==> config.mk <==
export PLATFORM = sky130hd
export DESIGN_NAME = alu_arbiter
export DESIGN_NICKNAME = d
export VERILOG_FILES = /design/src/rtl/alu_arbiter.sv
export SDC_FILE = /design/constraint.sdc
export NUM_CORES = 1
export LEC_CHECK = 0
export ABC_CLOCK_PERIOD_IN_PS = 2500
export CORE_AREA = 3 3 171 173
export DETAILED_ROUTE_END_ITERATION = 10
export DIE_AREA = 0 0 174 176
export GPL_ROUTABILITY_DRIVEN = 0
export PLACE_DENSITY = 0.65
export SETUP_SLACK_MARGIN = 0.05
export SYNTH_ARGS = -nofsm -noshare
export SYNTH_HDL_FRONTEND = slang
export SYNTH_SLANG_ARGS = --single-unit
==> constraint.sdc <==
create_clock -name clk -period 2.5 [get_ports clk]
set_input_delay 0.5 -clock clk [delete_from_list [all_inputs] [get_ports clk]]
set_output_delay 0.5 -clock clk [all_outputs]
set_load 0.005 [all_outputs]
==> src/rtl/alu_arbiter.sv <==
// alu_arbiter: round-robin arbiter/sequencer sharing one combinational ALU
// between NUM_REQ requesters. One op in flight: IDLE (accept) -> EXEC (drive
// ALU) -> RESP (hold response until consumed).
// Optional feature: define ALU_ARB_LOCK_EN to let a requester keep the grant
// across several ops (req_lock), e.g. for atomic ADD-then-SAT sequences.
module alu_arbiter #(
  parameter int NUM_REQ = 4,
  parameter int ID_W    = $clog2(NUM_REQ)
) (
  input  logic                  clk,
  input  logic                  rst_n,
  input  logic [NUM_REQ-1:0]    req_valid,
  output logic [NUM_REQ-1:0]    req_ready,
  input  logic [NUM_REQ*32-1:0] req_a,
  input  logic [NUM_REQ*32-1:0] req_b,
  input  logic [NUM_REQ*5-1:0]  req_op,
  input  logic [NUM_REQ-1:0]    req_sat,
  input  logic [NUM_REQ-1:0]    req_lock,
  output logic [31:0]           alu_a,
  output logic [31:0]           alu_b,
  output logic [4:0]            alu_op,
  output logic                  alu_saturate,
  input  logic [31:0]           alu_result,
  input  logic [3:0]            alu_flags,
  output logic                  resp_valid,
  input  logic                  resp_ready,
  output logic [ID_W-1:0]       resp_id,
  output logic [31:0]           resp_data,
  output logic [3:0]            resp_flags,
  output logic                  resp_err
);

  typedef enum logic [1:0] {IDLE, EXEC, RESP} state_t;

  localparam logic [4:0] OP_LAST_LEGAL = 5'h17;

  state_t state, state_nxt;

  // per-requester views of the flattened operand buses
  logic [NUM_REQ-1:0][31:0] a_arr, b_arr;
  logic [NUM_REQ-1:0][4:0]  op_arr;
  assign a_arr  = req_a;
  assign b_arr  = req_b;
  assign op_arr = req_op;

  logic [ID_W-1:0]    last_grant, pick;
  logic               pick_vld, accept;
  logic [NUM_REQ-1:0] elig;

  // issue register: the op currently owned by the ALU
  logic [31:0]     iss_a, iss_b;
  logic [4:0]      iss_op;
  logic            iss_sat;
  logic [ID_W-1:0] iss_id;

`ifdef ALU_ARB_LOCK_EN
  logic            locked;
  logic [ID_W-1:0] lock_owner;

  // while locked, only the owner may be granted
  always_comb begin
    elig = req_valid;
    if (locked) elig = req_valid & (NUM_REQ'(1) << lock_owner);
  end

  // lock set by an accepted op with req_lock, cleared by owner's unlocked op
  always_ff @(posedge clk or negedge rst_n) begin
    if (!rst_n) begin
      locked     <= 1'b0;
      lock_owner <= '0;
    end else if (accept) begin
      if (req_lock[pick]) begin
        locked     <= 1'b1;
        lock_owner <= pick;
      end else begin
        locked     <= 1'b0;
      end
    end
  end
`else
  logic unused_lock;
  assign unused_lock = ^req_lock;
  assign elig        = req_valid;
`endif

  // round-robin search from last_grant+1; smallest distance wins
  always_comb begin
    pick     = '0;
    pick_vld = 1'b0;
    for (int k = NUM_REQ; k >= 1; k--) begin
      for (int c = 0; c < NUM_REQ; c++) begin
        if (elig[c] && ((int'(last_grant) + k) % NUM_REQ) == c) begin
          pick     = ID_W'(c);
          pick_vld = 1'b1;
        end
      end
    end
  end

  // ready is gated by reset so it reads zero while rst_n is held low
  assign accept    = rst_n && (state == IDLE) && pick_vld;
  assign req_ready = accept ? (NUM_REQ'(1) << pick) : '0;

  // next-state logic
  always_comb begin
    state_nxt = state;
    case (state)
      IDLE:    if (accept) state_nxt = EXEC;
      EXEC:    state_nxt = RESP;
      RESP:    if (resp_ready) state_nxt = IDLE;
      default: state_nxt = IDLE;
    endcase
  end

  // state register
  always_ff @(posedge clk or negedge rst_n) begin
    if (!rst_n) state <= IDLE;
    else        state <= state_nxt;
  end

  // arbitration pointer; frozen while a lock is held
  always_ff @(posedge clk or negedge rst_n) begin
    if (!rst_n) begin
      last_grant <= ID_W'(NUM_REQ - 1);
    end else if (accept) begin
`ifdef ALU_ARB_LOCK_EN
      if (!locked) last_grant <= pick;
`else
      last_grant <= pick;
`endif
    end
  end

  // latch the winner's op; these also hold the ALU inputs between ops
  always_ff @(posedge clk or negedge rst_n) begin
    if (!rst_n) begin
      iss_a   <= '0;
      iss_b   <= '0;
      iss_op  <= '0;
      iss_sat <= 1'b0;
      iss_id  <= '0;
    end else if (accept) begin
      iss_a   <= a_arr[pick];
      iss_b   <= b_arr[pick];
      iss_op  <= op_arr[pick];
      iss_sat <= req_sat[pick];
      iss_id  <= pick;
    end
  end

  assign alu_a        = iss_a;
  assign alu_b        = iss_b;
  assign alu_op       = iss_op;
  assign alu_saturate = (state == EXEC) && iss_sat;

  // capture ALU output at the end of EXEC; illegal opcodes return a clean error
  always_ff @(posedge clk or negedge rst_n) begin
    if (!rst_n) begin
      resp_id    <= '0;
      resp_data  <= '0;
      resp_flags <= '0;
      resp_err   <= 1'b0;
    end else if (state == EXEC) begin
      resp_id <= iss_id;
      if (iss_op > OP_LAST_LEGAL) begin
        resp_data  <= '0;
        resp_flags <= '0;
        resp_err   <= 1'b1;
      end else begin
        resp_data  <= alu_result;
        resp_flags <= alu_flags;
        resp_err   <= 1'b0;
      end
    end
  end

  assign resp_valid = (state == RESP);

endmodule

==> results of run 1 <==
==> cell usage after synthesis, drive strengths merged <==
master / instances / area, µm²
mux2: 72 / 810.8
a221o: 70 / 700.7
nor3b: 1 / 7.510
nor2: 7 / 26.28
a31oi: 1 / 12.51
nand3b: 1 / 7.510
nand3: 140 / 700.7
a21oi: 5 / 36.29
or4: 1 / 7.510
o21ai: 2 / 13.76
mux2i: 71 / 710.7
inv: 6 / 22.52
nand2b: 3 / 18.77
or2b: 1 / 7.510
clkbuf: 37 / 138.9
nor2b: 1 / 6.260
dfrtp: 113 / 2828
buf: 32 / 324.0
a21o: 2 / 15.01
a22o: 36 / 315.3
dfstp: 2 / 52.55
nand2: 6 / 22.52
o22ai: 1 / 12.51
nor3: 2 / 10.01
==> cell families (layout without fill, tap and decap cells) <==
group | Yosys count | in the layout
compound gates | 117 | 117
buf+inv | 75 | 543
flops | 115 | 115
mux | 143 | 143
simple gates | 163 | 163
==> layer usage <==
metal,track usage [%],vias to the layer above,wire length [µm]
met1,21.05,3493,11920
met4,4.926,0,580
met2,30.66,321,14520
li1,-,3290,-
met5,0,-,0
met3,5.226,25,2019
==> where the power goes <==
| part | leakage, nW | switching [mW] | total [mW] | internal (mW) |
|---|---|---|---|---|
| clock network | 0.284 | 1.07 | 2.48 | 1.42 |
| logic | 3.43 | 2.77 | 6.87 | 4.11 |
| registers | 1.42 | 0.560 | 3.32 | 2.76 |
| total | 5.14 | 4.39 | 12.7 | 8.29 |
==> state kept, by name (all words and copies together), names as in the netlist <==
name and cells:
resp_err 1, iss_sat 1, alu_a 32, iss_id 2, resp_id 2, state 2
last_grant 2, alu_b 32, alu_op 5, resp_data 32, resp_flags 4
==> cell type report <==
| type | count | area share (%) |
|---|---|---|
| inverters | 6 | 0.1990 |
| clock buffers | 17 | 3.383 |
| flip-flops and latches | 115 | 22.91 |
| clock inverters | 15 | 1.244 |
| multi-input cells | 423 | 27.83 |
| well taps | 378 | 3.761 |
| repair buffers | 505 | 40.68 |
==> stage by stage <==
| stage | instances | utilization, % |
|---|---|---|
| 2_1_floorplan | 613 | - |
| 5_1_grt | 1459 | 45.26 |
| 4_1_cts | 1442 | 44.25 |
| 6_report | 1459 | 45.26 |
| 3_5_place_dp | 1405 | 41.98 |
| 3_3_place_gp | 1405 | 41.98 |
==> worst max-delay path, stage by stage (launching register included) <==
cell,delay [ns]
dfstp_2,0.56
mux2i_1,0.21
o22ai_2,0.09
buf_4,0.14
a21oi_4,0.12
buf_12,0.15
buf_12,0.15
buf_12,0.15
mux2_2,0.36
a221o_1,0.32
==> worst paths after layout <==
kind | cells after the start | slack [ns] | endpoint | from
worst max-delay path | 9 | 0.1 | alu_b[8] | last_grant[1]
worst min-delay path | 2 | 0.26 | state[1] | rst_n
worst max register to register | 9 | 0.1 | alu_b[8] | last_grant[1]
worst min register to register | 2 | 0.48 | iss_id[1] | iss_id[1]
max in group asynchronous | 3 | 0.97 | resp_data[12] | rst_n
min in group clk | 2 | 0.48 | iss_id[1] | iss_id[1]
==> timing repair <==
action / CTS / global route
endpoints found under the setup margin: 4 / 74
hold buffers: 0 / 0
resized for setup: 17 / 24
setup buffers: 5 / 14
cloned: 0 / 3
pin swaps: 3 / 3
==> summary by stage, run 1 <==
Run status
The flow ran to the end, and the final reports show no timing, DRC or antenna violations.

Timing
The number of setup violations in the final report is 0. Across all setup checks in the final design, the least slack found is 0.09982 ns. After routing, the total negative slack on setup checks comes to 0 ns. The worst slew margin relative to its limit is a little over two fifths. The clock period minus worst slack is 2.400 ns. Final hold analysis gives a worst-case slack of 0.2571 ns.

Between clock sinks in the finished design, the worst skew comes to 0.01234 ns. The post-route fraction of the period consumed by the critical path is 96.01%. The number of slew-limit violations in the final report is 0. The achievable clock frequency is 416.6 MHz. The number of hold-slack violations in the final timing report came to 0.

For the pin with the worst max-slew slack, the measured transition is 0.8493 ns. Setup repair after global routing could not meet its margin everywhere.

Synthesis
Summing the sequential cell areas from Yosys gives 42.31% of the chip area. The count of unique library cells instantiated by Yosys is 31. After synthesis, the largest family of logic cells by area is multiplexers. The compound-cell area share of the yosys netlist is 16.25%. The proportion of synthesized area in mux cells is 22.35%. In the synthesized netlist, the number of instances is 613.

After synthesis, the mean cell area works out to 11.11 µm². After Yosys synthesis, full adders, half adders and majority gates account for 0% of the synthesized area. The number of synthesized register bits is 115.

The area of the mapped netlist is 6808 µm². The synthesized netlist devotes 11.96% of its cell area to simple gates. Counting every net in the synthesized netlist gives 940. The xor-xnor portion of the synthesized cell area is 0%.

The Yosys step of the flow raised 0 warnings.

Hold path
The worst hold path belongs to the class input port to async pin.

Power
The worst vdd rail ir drop is between 0.0004 and 0.0005 V. In this run the static leakage power is between 5 and 6 nW. In this run the power density over the cells is 1008 nW/µm². The total power is 12.68 mW.

Clock network
Clock tree synthesis selected as its root buffer the cell clkbuf_16. Clock-pin slew was measured on the worst setup and hold paths at 0.06 ns. The clock latency on the worst-skew pair is 0.41 ns. The number of clock sinks is roughly 120. TritonCTS built the clock tree. The TritonCTS buffer count is 17.

No sink is reached through more buffers than the 2 on the longest clock path. The H-tree was split into 4 levels.

Placed design
The setup slack after placement is -0.3960 ns. The count of port buffers added during placement is 436. The detailed placement HPWL is between 20 and 25 mm. After detailed placement, the total cell area comes to 11,660 µm².

Global route
The first global-routing pass estimated 42.10 mm of wire. For this run the aggregate overflow at the end of global routing stands at 0. The via count of the first global-routing pass came to just over 7,000.

The initial antenna violation count is 0. Entering global routing, the biggest net connects 75 pins. In the global route stage, overall resource usage came out at 17.57%.

Drt
The number of nets with antenna violations after routing is 0. In the routed layout, each cell is associated on average with a via count of just under 5. The via total after detailed routing is about 7,000. After detailed routing, the number of remaining DRC violations is 0. Summed over all layers, the routed wires come to 29.04 mm.

The first-pass iteration count of the detailed router is 4. The post-detailed-route wirelength per cell is 19.90 µm. For this block, the initial DRC count from the detailed router was 277.

Final layout
The filler cells instantiated in the layout total 2,657. Compared with the post-synthesis result, the final layout area differs by 84.71%. Leaving out fill and tap cells, the most frequent cell in the layout is clkdlybuf4s50_1. The post-route standard cell area excluding fillers is 12,570 µm². The library cells used most frequently in the layout, excluding fill and tap cells, are clkdlybuf4s50_1 (427), nand3_1 (140), dfrtp_1 (113), mux2i_1 (71), mux2_2 (71). The share of cells above drive strength 1 is 17.85%. The multi-input combinational cells in the finished layout cover a total of 3500 µm². The area of all sequential standard cells is 2880 µm².

The total number of nets in the final design is 1,395. The antenna diode instance count is 0.

Floorplan
The initial utilization of the core area, before any placement, comes to 24.50%. The core footprint is 27,780 µm². The die boundary width is 174 µm. In this run the vertical extent of the chip is 176 µm. The floorplan step defined a die boundary enclosing 30,620 µm². The number of rows created at floorplan is 61. In this run the count of I/O pins placed on the die edge is approximately 440.

Critical path
The data arrival time of the critical path is 2.69 ns. The critical path launch point type is a flip-flop. The critical path is of the flip-flop to flip-flop type. The critical-path maximum fanout is 11. The kind of end point of the critical path is a flip-flop. The data required time at the worst endpoint is between 2 and 3 ns.

Run
Max-cap violations in this run came to 0.
Power figures use the tool's default switching activity.
==> inputs of run 2 (changes only) <==
SLEW_MARGIN = 10   (was not set)
==> results of run 2 <==
No change in the layout: final DEF, timing and power equal those of run 1.
==> inputs of run 3 (changes only) <==
CELL_PAD_IN_SITES_DETAIL_PLACEMENT = 0   (was not set)
CELL_PAD_IN_SITES_GLOBAL_PLACEMENT = 1   (was not set)
CORE_AREA = 3 3 168 170   (was 3 3 171 173)
DIE_AREA = 0 0 171 173   (was 0 0 174 176)
PLACE_DENSITY = 0.85   (was 0.65)
==> summary by stage, run 3 (synthesis results as in run 1) <==
Drt
The first-pass iteration count of the detailed router is 5 (was 4). The post-detailed-route wirelength per cell is 19.48 µm (was 19.90 µm). The per-cell via count in the routed design is 5.016 (was 4.886).

The aggregate routed wire length is 27.45 mm (was 29.04 mm). The via total after detailed routing is 7,067 (was 7,129). The remaining design rule violation count came to 0 (unchanged). The number of violations reported at the end of detailed-routing iteration 0 was 374 (was 277). The number of nets with antenna violations after routing is 0 (unchanged).

Timing
The transition time at the pin with the least slew margin is 0.9259 ns (was 0.8493 ns). The achievable clock frequency came to 419.3 MHz (was 416.6 MHz). The number of slew-limit violations in the final report is 0 (unchanged).

The number of setup violations in the final report is 0 (unchanged). The clock period minus worst slack is 2.385 ns (was 2.400 ns). The final worst clock skew is 0.01512 ns (was 0.01234 ns). The number of hold-slack violations in the final timing report was 0 (unchanged).

The tightest hold margin came to 0.2367 ns (was 0.2571 ns). The final critical-path setup slack is 0.1148 ns (was 0.09982 ns). The post-route fraction of the period consumed by the critical path is 95.41% (was 96.01%).

RSZ-0062 raised after global routing: no (was yes). The worst slew margin relative to its limit was 38.27% (was 43.38%).

Critical path
The largest stage delay on the critical path was 0.60 ns (was 0.56 ns). The critical path launch point type is a flip-flop (unchanged). The slowest stage cell on the critical path is dfstp_2 (unchanged). Chain of cells forming the critical path: mux2i_2 > o22ai_2 > a21oi_4 > buf_6 > buf_12 > mux2_2 > a221o_1 (was mux2i_1 > o22ai_2 > buf_4 > a21oi_4 > buf_12 > buf_12 > buf_12 > mux2_2 > a221o_1). The register-to-register setup slack came to 0.11 ns (was 0.1 ns). The data arrival time of the critical path is 2.67 ns (was 2.69 ns). The kind of end point of the critical path is a flip-flop (unchanged). The critical-path maximum fanout is 26 (was 11). The endpoint of the worst-slack reg-to-reg timing path is alu_b[27] (was alu_b[8]). The path depth of the worst reg2reg path is 7 (was 9). The critical path class was flip-flop to flip-flop (unchanged). The number of buffers and inverters on the critical path is 2 (was 4). The data required time at the worst endpoint is 2.79 ns (about the same). The cell class contributing the biggest share of worst-path delay is compound AO/OA/AOI/OAI gates (was buffers and inverters).

The startpoint of the worst-slack reg-to-reg timing path is last_grant[1] (unchanged).

Power
The sequential fraction of design power is 26.8% (was 26.2%). The internal power component is 8.051 mW (was 8.288 mW). The combinational cell fraction of total power is 53.0% (was 54.2%).

The power dissipated by switching net loads is 4.249 mW (was 4.391 mW). The worst vdd rail ir drop is 0.0004273 V (was 0.0004633 V). The clock share of power is 20.3% (was 19.6%). The leakage component of the power is 5.025 nW (was 5.138 nW).

The switching power share of the total is 34.55% (was 34.63%). The power density over the cells was 998.5 nW/µm² (was 1008 nW/µm²).

Floorplan
The die boundary width was 171 µm (was 174 µm). The number of rows created at floorplan is 60 (was 61). The core footprint is 26,880 µm² (was 27,780 µm²). The effective utilization at floorplan is 25.33% (was 24.50%).

The number of top-level pins is 441 (unchanged). The height of the die is 173 µm (was 176 µm). The overall die area was 29,580 µm² (was 30,620 µm²).

Clock network
The CTS clock-pin slew for the worst setup and hold paths is 0.07 ns (was 0.06 ns). The TritonCTS buffer count is 17 (unchanged). The number of clock sinks is 115 (unchanged). The clock latency on the worst-skew pair is 0.41 ns (about the same). The clock tree root buffer cell is clkbuf_16 (unchanged). The maximum buffer depth of the clock tree is 2 (unchanged).

The maximum level of the CTS H-tree is 4 (unchanged). The cts-stage hold buffer count came to 0 (unchanged). The CTS tree is done (unchanged).

Final layout
The most common cell after layout, fill and taps aside was clkdlybuf4s50_1 (unchanged). The antenna diode instance count is 0 (unchanged). The end-of-flow core utilization is 45.84% (was 45.26%).

The non-filler instance count after layout came to 1,409 (was 1,459). The signed area change from the synthesized netlist to the final layout is 80.96% (was 84.71%). Commonest cells after routing, fill and taps aside: clkdlybuf4s50_1 (427), nand3_1 (140), dfrtp_1 (113), mux2_2 (72) (was clkdlybuf4s50_1 (427), nand3_1 (140), dfrtp_1 (113), mux2i_1 (71), mux2_2 (71)). The post-route standard cell area excluding fillers came to 12,320 µm² (was 12,570 µm²). The share of cells above drive strength 1 is 16.76% (was 17.85%). The total number of nets in the final design is 1,382 (was 1,395).

Global route
The initial antenna violation count came to 0 (unchanged). The wire length of the first global-routing pass is 40.74 mm (was 42.10 mm). The via count of the first global-routing pass was 7,308 (was 7,078). The final global-route overflow total is 0 (unchanged). The pin count of the biggest net entering global routing is 71 (was 75). The overall routing resource usage is 17.52% (was 17.57%).

Placed design
The detailed placement HPWL is 20.86 mm (was 21.41 mm). The setup slack after placement came to -0.3791 ns (was -0.3960 ns). The count of port buffers added during placement is 436 (unchanged). The placed instance area is 11,670 µm² (was 11,660 µm²). The cell count after placement was 1,374 (was 1,405).

Run
The max-cap check violation count is 0 (unchanged).

Hold path
The class of the tightest hold or removal check is input port to async pin (unchanged).

Run status
Outcome: finished, final reports clean (unchanged).
## run 3: cell count changes in the layout (fill, tap and decap cells not counted), sizes merged
cell,before,now
dlygate4sd2,5,3
buf,68,59
dlymetal6s2s,0,1
inv,17,16
clkbuf,22,17
clkdlybuf4s15,0,2
clkinv,1,2
## run 3: power by group through the flow
stage	clock, mW	combinational (mW)	sequential [mW]
floorplan	0	3.22	3.31
global placement	0	6.44	3.30
detailed placement	0	6.49	3.31
CTS	2.56	6.55	3.30
global route	2.65	6.99	3.39
finish	2.49	6.52	3.29
## run 3: worst max path at each step
stage / start / end / slack, ns / depth (start not counted)
CTS: last_grant[1] / req_ready[1] / 0.05 / 7
global placement: req_valid[3] / req_ready[1] / -0.38 / 6
finish: last_grant[1] / alu_b[27] / 0.11 / 7
floorplan: req_valid[1] / req_ready[0] / 0.32 / 5
global route: last_grant[1] / req_ready[1] / 0.05 / 7
detailed placement: req_valid[3] / req_ready[1] / -0.38 / 6
## run 3: final cells by class
cell class,count,area (µm²)
flip-flops and latches,115,2880
inverters,6,25.02
fillers,2537,14560
repair buffers,492,4910
multi-input cells,423,3492
clock buffers,17,425.4
well taps,341,426.7
clock inverters,15,160.2
## run 3: metrics by stage
| step | power [mW] | setup TNS, ns |
|---|---|---|
| floorplan | 6.524 | 0 |
| global placement | 9.736 | -14.08 |
| detailed placement | 9.804 | -15.68 |
| CTS | 12.41 | 0 |
| global route | 13.03 | 0 |
| finish | 12.30 | 0 |
## run 3: timing repair
action	in CTS	in global routing
hold endpoints to repair	0	0
setup buffers	3	0
resized for setup	17	12
endpoints found under the setup margin	4	34
pin swaps	3	5
## run 3: layer usage
layer | GRT usage [%] | share of wire, % | vias to the layer above | wire, µm
li1 | - | - | 3265 | -
met1 | 20.46 | 40 | 3437 | 10970
met2 | 31.08 | 50 | 332 | 13710
met3 | 4.847 | 7.9 | 33 | 2157
met4 | 5.164 | 2.2 | 0 | 607
met5 | 0 | 0 | - | 0
